`src/rtl/mem_arbiter.sv`:
```
// Shared main-memory arbiter: write-through stores and 8-word I/D-cache block fills.
// Fixed priority, no preemption. Fill returns are steered to the granted cache.
module mem_arbiter #(
  parameter int WORD_IDX_W = 3
) (
  input  logic                  clk_i,
  input  logic                  rst_i,
  input  logic                  ic_miss_i,
  input  logic [15:0]           ic_miss_addr_i,
  input  logic                  dc_miss_i,
  input  logic [15:0]           dc_miss_addr_i,
  input  logic                  dc_wr_req_i,
  input  logic [15:0]           dc_wr_addr_i,
  input  logic [15:0]           dc_wr_data_i,
  input  logic [15:0]           mem_data_out_i,
  input  logic                  mem_data_valid_i,
  output logic                  mem_en_o,
  output logic                  mem_wr_o,
  output logic [15:0]           mem_addr_o,
  output logic [15:0]           mem_data_in_o,
  output logic [15:0]           fill_data_o,
  output logic [WORD_IDX_W-1:0] fill_word_o,
  output logic                  ic_fill_we_o,
  output logic                  dc_fill_we_o,
  output logic                  ic_fill_done_o,
  output logic                  dc_fill_done_o,
  output logic                  dc_wr_done_o,
  output logic                  stall_if_o,
  output logic                  stall_mem_o
);
  localparam logic [15:0] BLK_MASK = ~16'((1 << (WORD_IDX_W + 1)) - 1);

  typedef enum logic [1:0] {IDLE, WRITE, FILL_DC, FILL_IC} state_e;

  state_e                state_q, state_d;
  logic [WORD_IDX_W:0]   iss_q, iss_d;   // MSB set once the whole block has been requested
  logic [WORD_IDX_W-1:0] rcv_q, rcv_d;
  logic [15:0]           base_q, base_d;
  logic [15:0]           wr_addr_q, wr_addr_d;
  logic [15:0]           wr_data_q, wr_data_d;

  always_ff @(posedge clk_i) begin
    if (rst_i) begin
      state_q   <= IDLE;
      iss_q     <= '0;
      rcv_q     <= '0;
      base_q    <= '0;
      wr_addr_q <= '0;
      wr_data_q <= '0;
    end else begin
      state_q   <= state_d;
      iss_q     <= iss_d;
      rcv_q     <= rcv_d;
      base_q    <= base_d;
      wr_addr_q <= wr_addr_d;
      wr_data_q <= wr_data_d;
    end
  end

  always_comb begin
    state_d        = state_q;
    iss_d          = iss_q;
    rcv_d          = rcv_q;
    base_d         = base_q;
    wr_addr_d      = wr_addr_q;
    wr_data_d      = wr_data_q;
    mem_en_o       = 1'b0;
    mem_wr_o       = 1'b0;
    mem_addr_o     = '0;
    mem_data_in_o  = '0;
    ic_fill_we_o   = 1'b0;
    dc_fill_we_o   = 1'b0;
    ic_fill_done_o = 1'b0;
    dc_fill_done_o = 1'b0;
    dc_wr_done_o   = 1'b0;
    case (state_q)
      IDLE: begin
        iss_d = '0;
        rcv_d = '0;
        if (dc_wr_req_i) begin
          state_d   = WRITE;
          wr_addr_d = dc_wr_addr_i;
          wr_data_d = dc_wr_data_i;
        end else if (dc_miss_i) begin
          state_d = FILL_DC;
          base_d  = dc_miss_addr_i & BLK_MASK;
        end else if (ic_miss_i) begin
          state_d = FILL_IC;
          base_d  = ic_miss_addr_i & BLK_MASK;
        end
      end
      WRITE: begin
        mem_en_o      = 1'b1;
        mem_wr_o      = 1'b1;
        mem_addr_o    = wr_addr_q;
        mem_data_in_o = wr_data_q;
        dc_wr_done_o  = 1'b1;
        state_d       = IDLE;
      end
      FILL_DC, FILL_IC: begin
        if (!iss_q[WORD_IDX_W]) begin
          mem_en_o   = 1'b1;
          mem_addr_o = base_q + {{(15-WORD_IDX_W){1'b0}}, iss_q[WORD_IDX_W-1:0], 1'b0};
          iss_d      = iss_q + 1'b1;
        end
        // Returns are counted, not matched to issues; the memory answers in order.
        if (mem_data_valid_i) begin
          rcv_d = rcv_q + 1'b1;
          if (state_q == FILL_DC) dc_fill_we_o = 1'b1;
          else                    ic_fill_we_o = 1'b1;
          if (&rcv_q) begin
            if (state_q == FILL_DC) dc_fill_done_o = 1'b1;
            else                    ic_fill_done_o = 1'b1;
            state_d = IDLE;
          end
        end
      end
      default: state_d = IDLE;
    endcase
  end

  assign fill_data_o = mem_data_out_i;
  assign fill_word_o = rcv_q;
  assign stall_if_o  = ic_miss_i & ~ic_fill_done_o;
  assign stall_mem_o = (dc_miss_i & ~dc_fill_done_o) | (dc_wr_req_i & ~dc_wr_done_o);
endmodule

```
`config.mk`:
```
export PLATFORM = sky130hd
export DESIGN_NAME = mem_arbiter
export DESIGN_NICKNAME = d
export VERILOG_FILES = /design/src/rtl/mem_arbiter.sv
export SDC_FILE = /design/constraint.sdc
export NUM_CORES = 1
export LEC_CHECK = 0
export CELL_PAD_IN_SITES_DETAIL_PLACEMENT = 1
export CELL_PAD_IN_SITES_GLOBAL_PLACEMENT = 1
export CORE_MARGIN = 3
export CORE_UTILIZATION = 28
export CTS_BUF_LIST = sky130_fd_sc_hd__clkbuf_4
export DETAILED_ROUTE_END_ITERATION = 6
export GPL_TIMING_DRIVEN = 0
export PLACE_DENSITY_LB_ADDON = 0.1
export SYNTH_ARGS = -nofsm -noshare
export SYNTH_HDL_FRONTEND = slang
export SYNTH_SLANG_ARGS = --single-unit
```
`constraint.sdc`:
```
create_clock -name clk_i -period 1.9 [get_ports clk_i]
set_clock_uncertainty 0.2 [all_clocks]
set_input_delay 0.19 -clock clk_i [delete_from_list [all_inputs] [get_ports clk_i]]
set_output_delay 0.19 -clock clk_i [all_outputs]
set_load 0.1 [all_outputs]
```
Word-level counts from Yosys, hierarchy flattened
Cells that the tools add are included.
{"block": "totals", "in_bits": 86, "elab_cells": 65, "register_bits": 57, "out_inout_bits": 60}
{"block": "op_classes", "n_mux": 30, "n_eq_ne": 7, "n_addsub": 3, "reduce_logical": 10, "bitwise_logic": 8}
{"operator": "$mux 16", "n": 4}
{"operator": "$pmux 16 s2", "n": 1}
{"operator": "$add 16x4->16", "n": 1}
{"operator": "$mux 1", "n": 14}
{"operator": "$mux 2", "n": 5}
{"operator": "$reduce_and 3->1", "n": 3}
{"operator": "$pmux 4 s2", "n": 1}
{"operator": "$ne 2x2->1 const B", "n": 3}
{"operator": "$pmux 2 s3", "n": 1}
{"operator": "$pmux 3 s2", "n": 1}
{"operator": "$reduce_and 2->1", "n": 3}
{"operator": "$add 4x1->4 const B", "n": 1}
{"operator": "$eq 2x2->1 const B", "n": 2}
{"operator": "$mux 4", "n": 1}
{"operator": "$ne 4x4->1 const B", "n": 1}
{"operator": "$not 1->1", "n": 4}
{"operator": "$reduce_bool 2->1", "n": 2}
{"operator": "$add 3x1->3 const B", "n": 1}
{"operator": "$and 1x1->1", "n": 3}
{"operator": "$mux 3", "n": 1}
{"operator": "$eq 2x1->1 const B", "n": 1}
{"operator": "$logic_not 2->1", "n": 1}
{"operator": "$pmux 1 s2", "n": 1}
{"operator": "$reduce_or 2->1", "n": 1}
{"operator": "$or 1x1->1", "n": 1}

Longest topological paths before layout
Gate-level depths: netlist of the first run.
{"block": "logic_depth", "depth_word": 8, "depth_mapped": 5, "depth_no_buf": 5}

Worst setup path before layout of the first run
OpenSTA, ideal clock, no wires.
{"block": "synth_timing", "kind": "register to output", "start": "reg rcv_q[0] (netlist: fill_word_o[0])", "end": "out stall_if_o", "t_arrival_ns": 3.723, "n_path_buf": 0, "setup_slack_ns": -2.213, "required_ns": 1.510, "stages_incl_launch_ff": 6, "path_cell_list": "dfxtp_1 -> ha_1 -> ha_1 -> nand2_1 -> nor2_1 -> nor2b_1"}
{"block": "synth_between", "elab_chain_len": 6}
{"element": "from (decl)", "line": "37", "rtl": "logic [WORD_IDX_W-1:0] rcv_q, rcv_d;"}
{"element": "from (signal assigned)", "line": "53", "rtl": "rcv_q <= rcv_d;"}
{"element": "$reduce_and 3->1", "line": "111", "rtl": "if (&rcv_q) begin"}
{"element": "$mux 1", "line": "111"}
{"element": "$mux 1", "line": "107", "rtl": "if (mem_data_valid_i) begin"}
{"element": "$mux 1", "line": "76", "rtl": "case (state_q)"}
{"element": "via ic_fill_done_o", "line": "25", "rtl": "output logic ic_fill_done_o,"}
{"element": "$not 1->1", "line": "124", "rtl": "assign stall_if_o = ic_miss_i & ~ic_fill_done_o;"}
{"element": "$and 1x1->1", "line": "124"}
{"element": "to (decl)", "line": "28", "rtl": "output logic stall_if_o,"}
The timed path passes the listed nets, and every way through them passes these cells.

Worst setup path after layout of the first run
{"block": "layout_timing", "start": "reg state_q[0]", "end": "out mem_addr_o[10]"}
{"block": "layout_between", "elab_chain_len": 3, "elab_cells_between_ends": 5, "classes_between": "3 x eq/ne; 1 x mux; 1 x reduce/logical"}
{"element": "from (decl)", "line": "35", "rtl": "state_e state_q, state_d;"}
{"element": "from (signal assigned)", "line": "51", "rtl": "state_q <= state_d;"}
{"element": "$eq 2x2->1", "line": "76"}
{"element": "$reduce_or 2->1", "line": "76"}
{"element": "$pmux 16 s2 (*)", "line": "76"}
{"element": "to (decl)", "line": "19", "rtl": "output logic [15:0] mem_addr_o,"}
Every way passes the cells marked *; elsewhere a longest branch is shown, timed or not.

==> results of run 1 <==
## routing by layer
| layer | track usage [%] | vias up | routed length (µm) |
|---|---|---|---|
| met1 | 20.8 | 1287 | 4230 |
| met5 | 0 | - | 0 |
| li1 | - | 1347 | - |
| met4 | 3.70 | 0 | 150 |
| met2 | 28.4 | 83 | 4750 |
| met3 | 3.10 | 12 | 388 |
## power groups by stage
| stage | registers, mW | clock network (mW) | logic [mW] |
|---|---|---|---|
| floorplan | 1.26 | 0 | 0.801 |
| global placement | 1.27 | 0 | 1.12 |
| detailed placement | 1.27 | 0 | 1.13 |
| CTS | 1.25 | 0.560 | 1.29 |
| global route | 1.27 | 0.610 | 1.42 |
| finish | 1.26 | 0.544 | 1.35 |
## kinds of logic after synthesis
logic type	after synthesis	share of synthesized area, %
adders and majority gates	3	1.40
and+or+nand+nor	112	20.1
muxes	15	5.74
AOI/OAI and AO/OA	85	21.6
xor gates and xnor gates	2	0.653
buffers and inverters	45	11.0
DFF	53	39.6
## cells in the mapped netlist, types with 2 or more instances
cell type  instances  share of area [%]
nand2_1           71                9.9
a22oi_1            2               0.56
clkbuf_1           9                1.3
and2_1            18                4.2
buf_6              4                1.7
buf_4             23                6.4
a22o_1            15                4.9
nor2_1             4               0.56
a211oi_2          10                4.7
nor2b_1            3               0.70
buf_2              8                1.5
a211oi_1           2               0.56
a21oi_1           51                9.5
mux2i_1           12                4.5
nand3_1            2               0.37
or3b_1             2               0.65
mux2_2             3                1.3
ha_1               3                1.4
a31oi_1            2               0.47
nand3b_1           4                1.1
dfxtp_1           53                 40
## registers in the layout, indices dropped and copies added, names as in the netlist
| signal | cells |
|---|---|
| iss_q | 4 |
| wr_data_q | 16 |
| state_q | 2 |
| wr_addr_q | 16 |
| base_q | 12 |
| fill_word_o | 3 |
## per-stage QoR
step / setup WS [ns] / cell area [µm²] / util, % / power [mW]
global placement: -0.909 / 4190 / 45.1 / 2.38
detailed placement: -0.927 / 4190 / 45.1 / 2.40
floorplan: -0.193 / 2840 / - / 2.06
finish: -0.139 / 5000 / 53.9 / 3.15
global route: -0.214 / 5000 / 53.9 / 3.30
CTS: -0.207 / 4840 / 52.1 / 3.10
## worst register-to-register path: stages, from the launching register on
cell     delay (ns)
dfxtp_4        0.39
buf_6          0.12
buf_4          0.16
nor3b_4        0.31
buf_4          0.25
nand2_1        0.08
a21oi_1        0.13
## area by class of cell
type / count / area, µm²
repair buffers: 139 / 1750
flip-flops and latches: 53 / 1080
clock inverters: 3 / 22.5
inverters: 1 / 3.75
clock buffers: 5 / 37.5
fillers: 1058 / 4280
plain buffers: 43 / 358
multi-input cells: 217 / 1590
well taps: 129 / 161
## worst paths after layout
| path | endpoint | slack (ns) | depth (start not counted) |
|---|---|---|---|
| setup reg to reg | wr_addr_q[15]$_SDFFE_PP0P_ | 0.21 | 6 |
| hold reg to reg | wr_data_q[0]$_SDFFE_PP0P_ | 0.27 | 2 |
| setup / recovery | mem_addr_o[10] | -0.14 | 5 |
| hold / removal | base_q[15]$_SDFFE_PP0P_ | 0.06 | 2 |
## timing repair
| item | in CTS | in global routing |
|---|---|---|
| buffers inserted | 13 | 5 |
| gates resized for setup | 391 | 27 |
| endpoints found under the setup margin | 44 | 40 |
| pin swaps | 2 | 5 |
| cloned | 1 | 1 |
==> results.md, run 1 <==
Outcome:
- The flow ran to the end, but the final reports show violations.
- The final reports fail on negative setup slack.

Synthesis:
- When the netlist entered floorplanning its net count stood at 404.
- Yosys mapped a number of flops with a built-in enable equal to 0.
- Each instance of the synthesized netlist takes up on average 8.51 µm².
- Among all flip-flop cells after synthesis, the most frequent one is dfxtp_1.
- Of the synthesized area, sequential elements account for 39.6%.
- The post-synthesis instance area is 2680 µm².
- The count of synthesis-stage warnings from yosys is 0.
- The number of register bits inferred by synthesis is 53.
- Of all flip-flops after synthesis, the portion carrying an async set or reset was 0%.
- The distinct cell type count of the synthesized netlist is 35.
- After technology mapping, the gate count stands at 315.

Global route:
- The number of global-route vias before repair is 2798.
- After global routing the overflow that remains totals 0.
- The overall fraction of global-route tracks in use is 16.3%.
- The first-pass GRT wire length is 14.4 mm.
- The pin count of the biggest net entering global routing is 18.
- The number of antenna violations at the first check in global routing is 0.

Route:
- The count of routing violations after the opening detailed-route iteration is 56.
- The routed length per placed instance is 16.1 µm.
- The number of nets with antenna violations after detailed routing is 0.
- The via total after detailed routing is 2729.
- Using the TritonRoute via totals, the vias-per-cell ratio works out to 4.63.
- After detailed routing, the number of remaining DRC violations is 0.
- The final routed wirelength across all metal layers is 9.52 mm.
- Before antenna repair, the detailed router went through 4 iterations.

Min path:
- The startpoint identified for the worst hold timing path is rst_i.
- The tightest min-delay check is of the input port to register type.

Placement:
- The placer congestion estimate is 0.767.
- Detailed placement finished with a half-perimeter wire length of 6.57 mm.
- Counting tap cells, the placed design contains a total of 563 instances.
- Input and output buffers added on the ports amount to 119.

Pwr:
- The reported net switching power is 1.24 mW.
- The power share of the clock group is 17.3%.
- In this run, flip-flops and latches consume 39.9% of the power.
- Of the total power, combinational logic draws 42.9%.
- The switching share of power is 39.5%.
- Across the VDD grid, the largest voltage drop is 285 µV.
- The static power due to leakage is 2.03 nW.
- Internal power comes to 1.91 mW.
- The ratio of total power to cell area is 630 nW/µm².

Setup path:
- Walking the worst path, the cells encountered are nor2b_2 > buf_6 > clkbuf_16 > a22o_4 > buf_12.
- The worst setup path is of the register to primary output kind.
- In this design, the stage delay of the slowest critical-path cell is 0.39 ns.
- The critical path launch point type is a register.
- Together, buffers and inverters on the worst path number 3.
- The category of the worst setup path capture point is a primary output.
- STA puts the critical path data required time at 1.51 ns.
- The slowest stage of the critical path belongs to the cell dfxtp_4.
- The launching instance or port of the critical path is state_q[0]$_SDFFE_PP0P_.
- Grouping stages by cell kind, the critical path spends the most delay in buffers and inverters.
- The startpoint of the lowest-slack register-to-register path is state_q[0]$_SDFFE_PP0P_.
- The maximum fanout count along the critical path is 8.
- The worst path arrival time is 1.65 ns.

Clock network:
- At the later pin of the worst-skew pair, clock insertion delay measures 0.39 ns.
- The TritonCTS clock tree is built.
- After clock tree synthesis, the flow added hold-fix buffers numbering 0.
- The clock drives 53 sinks.
- CTS placed an instance of clkbuf_4 at the clock tree root.
- The register clock-pin slew on the reported worst setup and hold paths is 0.15 ns.
- The maximum buffer depth of the clock tree is 2.
- The H-tree level count is 2.
- The number of clock buffers inserted by TritonCTS is 5.

Die:
- The die span in y is 104 µm.
- The die outline area is 10800 µm².
- The initial utilization of the core area, before any placement, comes to 28.9%.
- The standard-cell row count is 35.
- For this design the top-level I/O count stands at 146.
- The core area is 9280 µm².
- Measured along the x axis, the die boundary spans 104 µm.

Timing:
- The post-layout worst setup margin is -0.139 ns.
- The period utilization is 107%.
- The routed design could run at a clock period as short as 2.04 ns.
- The count of final hold-check violations came to 0.
- The count of final max-slew check failures is 0.
- For this run, the top clock speed supported by timing is 490 MHz.
- In this run the tightest slew margin relative to its limit is 34.6%.
- For the pin with the worst max-slew slack, the measured transition is 0.977 ns.
- For the final routed database, the setup TNS stands at -3.41 ns.
- The count of endpoints failing setup in the final report is 38.
- The smallest hold slack is 0.0565 ns.
- Setup repair after global routing could not meet its margin everywhere.

Finish:
- For this run, the post-layout net count is 549.
- Leaving out fill and tap cells, the most frequent cell in the layout is clkdlybuf4s50_1.
- The fraction of final layout cells sized beyond drive strength 1 is 38.2%.
- Compared with the post-synthesis result, the final layout area differs by 86.6%.
- The number of antenna diodes in the final layout is 0.
- The finished layout holds 590 standard cells, fillers aside.
- In the layout the commonest cells are 75 x clkdlybuf4s50_1, 70 x nand2_1, 50 x a21oi_1.

Flow run:
- Max-cap violations in this run came to 0.
No activity file was read; power rests on OpenSTA's default activity.
==> inputs of run 2 (changes only) <==
- ABC_CLOCK_PERIOD_IN_PS: unset -> 2590
- CORE_UTILIZATION: 28 -> 30
- RECOVER_POWER: unset -> 50
- clock period: 1.9 -> 2.59 ns (I/O delays scaled with it)
==> results.md, run 2 (synthesized netlist as in run 1, its figures left out) <==
Placement:
- The cell area after placement is 4040 µm².
- At the end of routability-driven placement, the weighted congestion stood at 0.736.
- The number of buffer cells added on primary ports is 119.
- Including well taps, the total number of placed cells is 539.
- At the placement stage, the worst setup path has a slack of -0.426 ns.
- The sum of net half-perimeters after detailed placement is 6.55 mm.

Global route:
- The number of antenna violations at the first check in global routing is 0.
- The first-pass GRT wire length is 13.4 mm.
- The pin count of the biggest net entering global routing is 18.
- The number of global-route vias before repair is 2728.
- Global routing used 16.7% of the available tracks.
- For this run the aggregate overflow at the end of global routing stands at 0.

Route:
- The first TritonRoute pass finished after 4 iterations.
- The detailed router finished its first iteration with 41 violations.
- The number of nets with antenna violations after detailed routing is 0.
- The average vias per placed instance is 4.72.
- The via total after detailed routing is 2583.
- For this run, design rule violations remaining after detail routing come to 0.
- The final routed wirelength across all metal layers is 8.33 mm.
- In the final routed layout, each cell accounts on average for 15.2 µm.

Timing:
- The smallest clock period supported by the final layout is computed as 2.46 ns.
- Setup violations remaining at the end of the flow were counted as 0.
- Of the available clock period, the critical path in the final layout requires 95.0%.
- At the pin with the least slew margin, the transition time is 0.970 ns.
- The maximum operating frequency is 406 MHz.
- Setup repair after global routing left no endpoint under its margin.
- The worst pin sits at a relative slew slack of 35.1%.
- The count of final hold-check violations is 0.
- The sum of negative setup slack is 0 ns.
- The post-layout worst setup margin is 0.129 ns.
- The count of final max-slew check failures is 0.

Finish:
- The number of diodes added for antenna fixing is 0.
- The fraction of final layout cells sized beyond drive strength 1 is 21.5%.
- Leaving out fill and tap cells, the most frequent cell in the layout is clkdlybuf4s50_1.
- The largest registers in the layout are wr_addr_q (16), wr_data_q (16), base_q (12).
- The final standard cell area without fillers is 3930 µm².
- In the layout the commonest cells are 77 x clkdlybuf4s50_1, 71 x nand2_1, 51 x dfxtp_1.
- The area growth from synthesis to layout is 46.6%.
- The net count reported at finish is 530.
- Cells fill 46.4% of the core in the end.
- The final non-filler cell total is 547.

Die:
- The standard-cell row count is 33.
- The core area is 8460 µm².
- The floorplan step set the die width to 101 µm.
- The die covers 10100 µm².
- Measured along the y axis, the die boundary spans 101 µm.
- 146 I/O pins were placed.
- The initial cell density of the core is 31.7%.

Outcome:
- The run finished with clean final reports.

Pwr:
- The maximum resistive drop on vdd is 192 µV.
- The static power due to leakage is 1.61 nW.
- The ratio of total power to cell area is 550 nW/µm².

Setup path:
- The setup path with the least slack is of type register to primary output.
- The maximum fanout count along the critical path is 10.
- The worst path arrival time is 2.00 ns.
- The setup check on the worst reg-to-reg path leaves a slack of 0.71 ns.
- STA classifies the critical path endpoint as a primary output.
- STA classifies the critical path startpoint as a register.
- The worst path required time is 2.13 ns.

Clock network:
- Buffers added to address setup during post-CTS repair amount to 0.
- CTS placed an instance of clkbuf_4 at the clock tree root.
- The maximum buffer depth of the clock tree is 2.
- The register clock-pin slew on the reported worst setup and hold paths is 0.15 ns.
- For the worst-skew pair, the clock arrives at the later sink with an insertion delay of 0.38 ns.
- The number of hold buffers added after CTS was 0.
- The number of clock buffers inserted by TritonCTS is 5.
- The TritonCTS clock tree is built.
- The number of sinks on the clock net is 53.
- The H-tree level count is 2.

Min path:
- The type of the worst min-delay path is input port to register.

Flow run:
- The max capacitance violation total is 0.
## run 2: cell types whose count changed in the layout (fill, tap and decap cells not counted), moves of 5 or more
cell      previous run  this run
buf_4               42        34
a211oi_1             2        11
and2_1               0        17
dfxtp_4              5         0
clkbuf_1             6        12
a22o_1               0        15
and2_4              16         0
clkbuf_4             5        21
a22o_4              15         0
buf_2                4        16
buf_6                9         0
a211oi_2            10         1
buf_12              40         0
## run 2: final cells by class
class / instances / area [µm²]
Buffer: 44 / 263
Fill cell: 1043 / 4530
Tap cell: 105 / 131
Clock buffer: 5 / 37.5
Sequential cell: 53 / 1060
Clock inverter: 3 / 46.3
Multi-Input combinational cell: 217 / 1310
Timing Repair Buffer: 119 / 1080
Inverter: 1 / 3.75
## run 2: metrics by stage
| step | total power [mW] | hold WS [ns] |
|---|---|---|
| finish | 2.16 | 0.0707 |
| global route | 2.27 | 0.0792 |
| CTS | 2.22 | 0.0474 |
| detailed placement | 1.75 | 0.243 |
| global placement | 1.73 | 0.237 |
| floorplan | 1.50 | 0.195 |
## run 2: report_power, final
| part | total (mW) | switching [mW] | internal (mW) |
|---|---|---|---|
| Combinational | 0.764 | 0.511 | 0.253 |
| Sequential | 0.915 | 0.0389 | 0.876 |
| Clock | 0.483 | 0.278 | 0.205 |
## run 2: what timing repair did
item	CTS	global route
setup endpoints to repair	41	34
hold endpoints to repair	0	0
gates resized for setup	192	33
## run 2: worst paths after layout
kind | to | depth (start not counted) | start
setup / recovery | stall_mem_o | 5 | state_q[0]$_SDFFE_PP0P_
hold / removal | base_q[15]$_SDFFE_PP0P_ | 2 | rst_i
setup reg to reg | base_q[13]$_SDFFE_PP0P_ | 4 | state_q[1]$_SDFFE_PP0P_
hold reg to reg | wr_data_q[11]$_SDFFE_PP0P_ | 2 | wr_data_q[11]$_SDFFE_PP0P_
## run 2: critical path, cell delays in order, from the launching register on
cell	delay [ns]
dfxtp_1	0.39
buf_4	0.20
and3b_2	0.23
and2_2	0.22
a2bb2oi_4	0.14
buf_2	0.43
## run 2: routing by layer
layer / global-route usage (%) / vias to the layer above / share of wire, %
li1: - / 1304 / -
met1: 21.6 / 1190 / 45
met2: 28.2 / 82 / 48
met3: 3.11 / 7 / 5.8
met4: 5.08 / 0 / 1.3
met5: 0 / - / 0
==> inputs of run 3 (changes only) <==
- GPL_ROUTABILITY_DRIVEN: unset -> 0
==> results of run 3 <==
The final DEF is identical to that of run 2; final timing and power are the same.
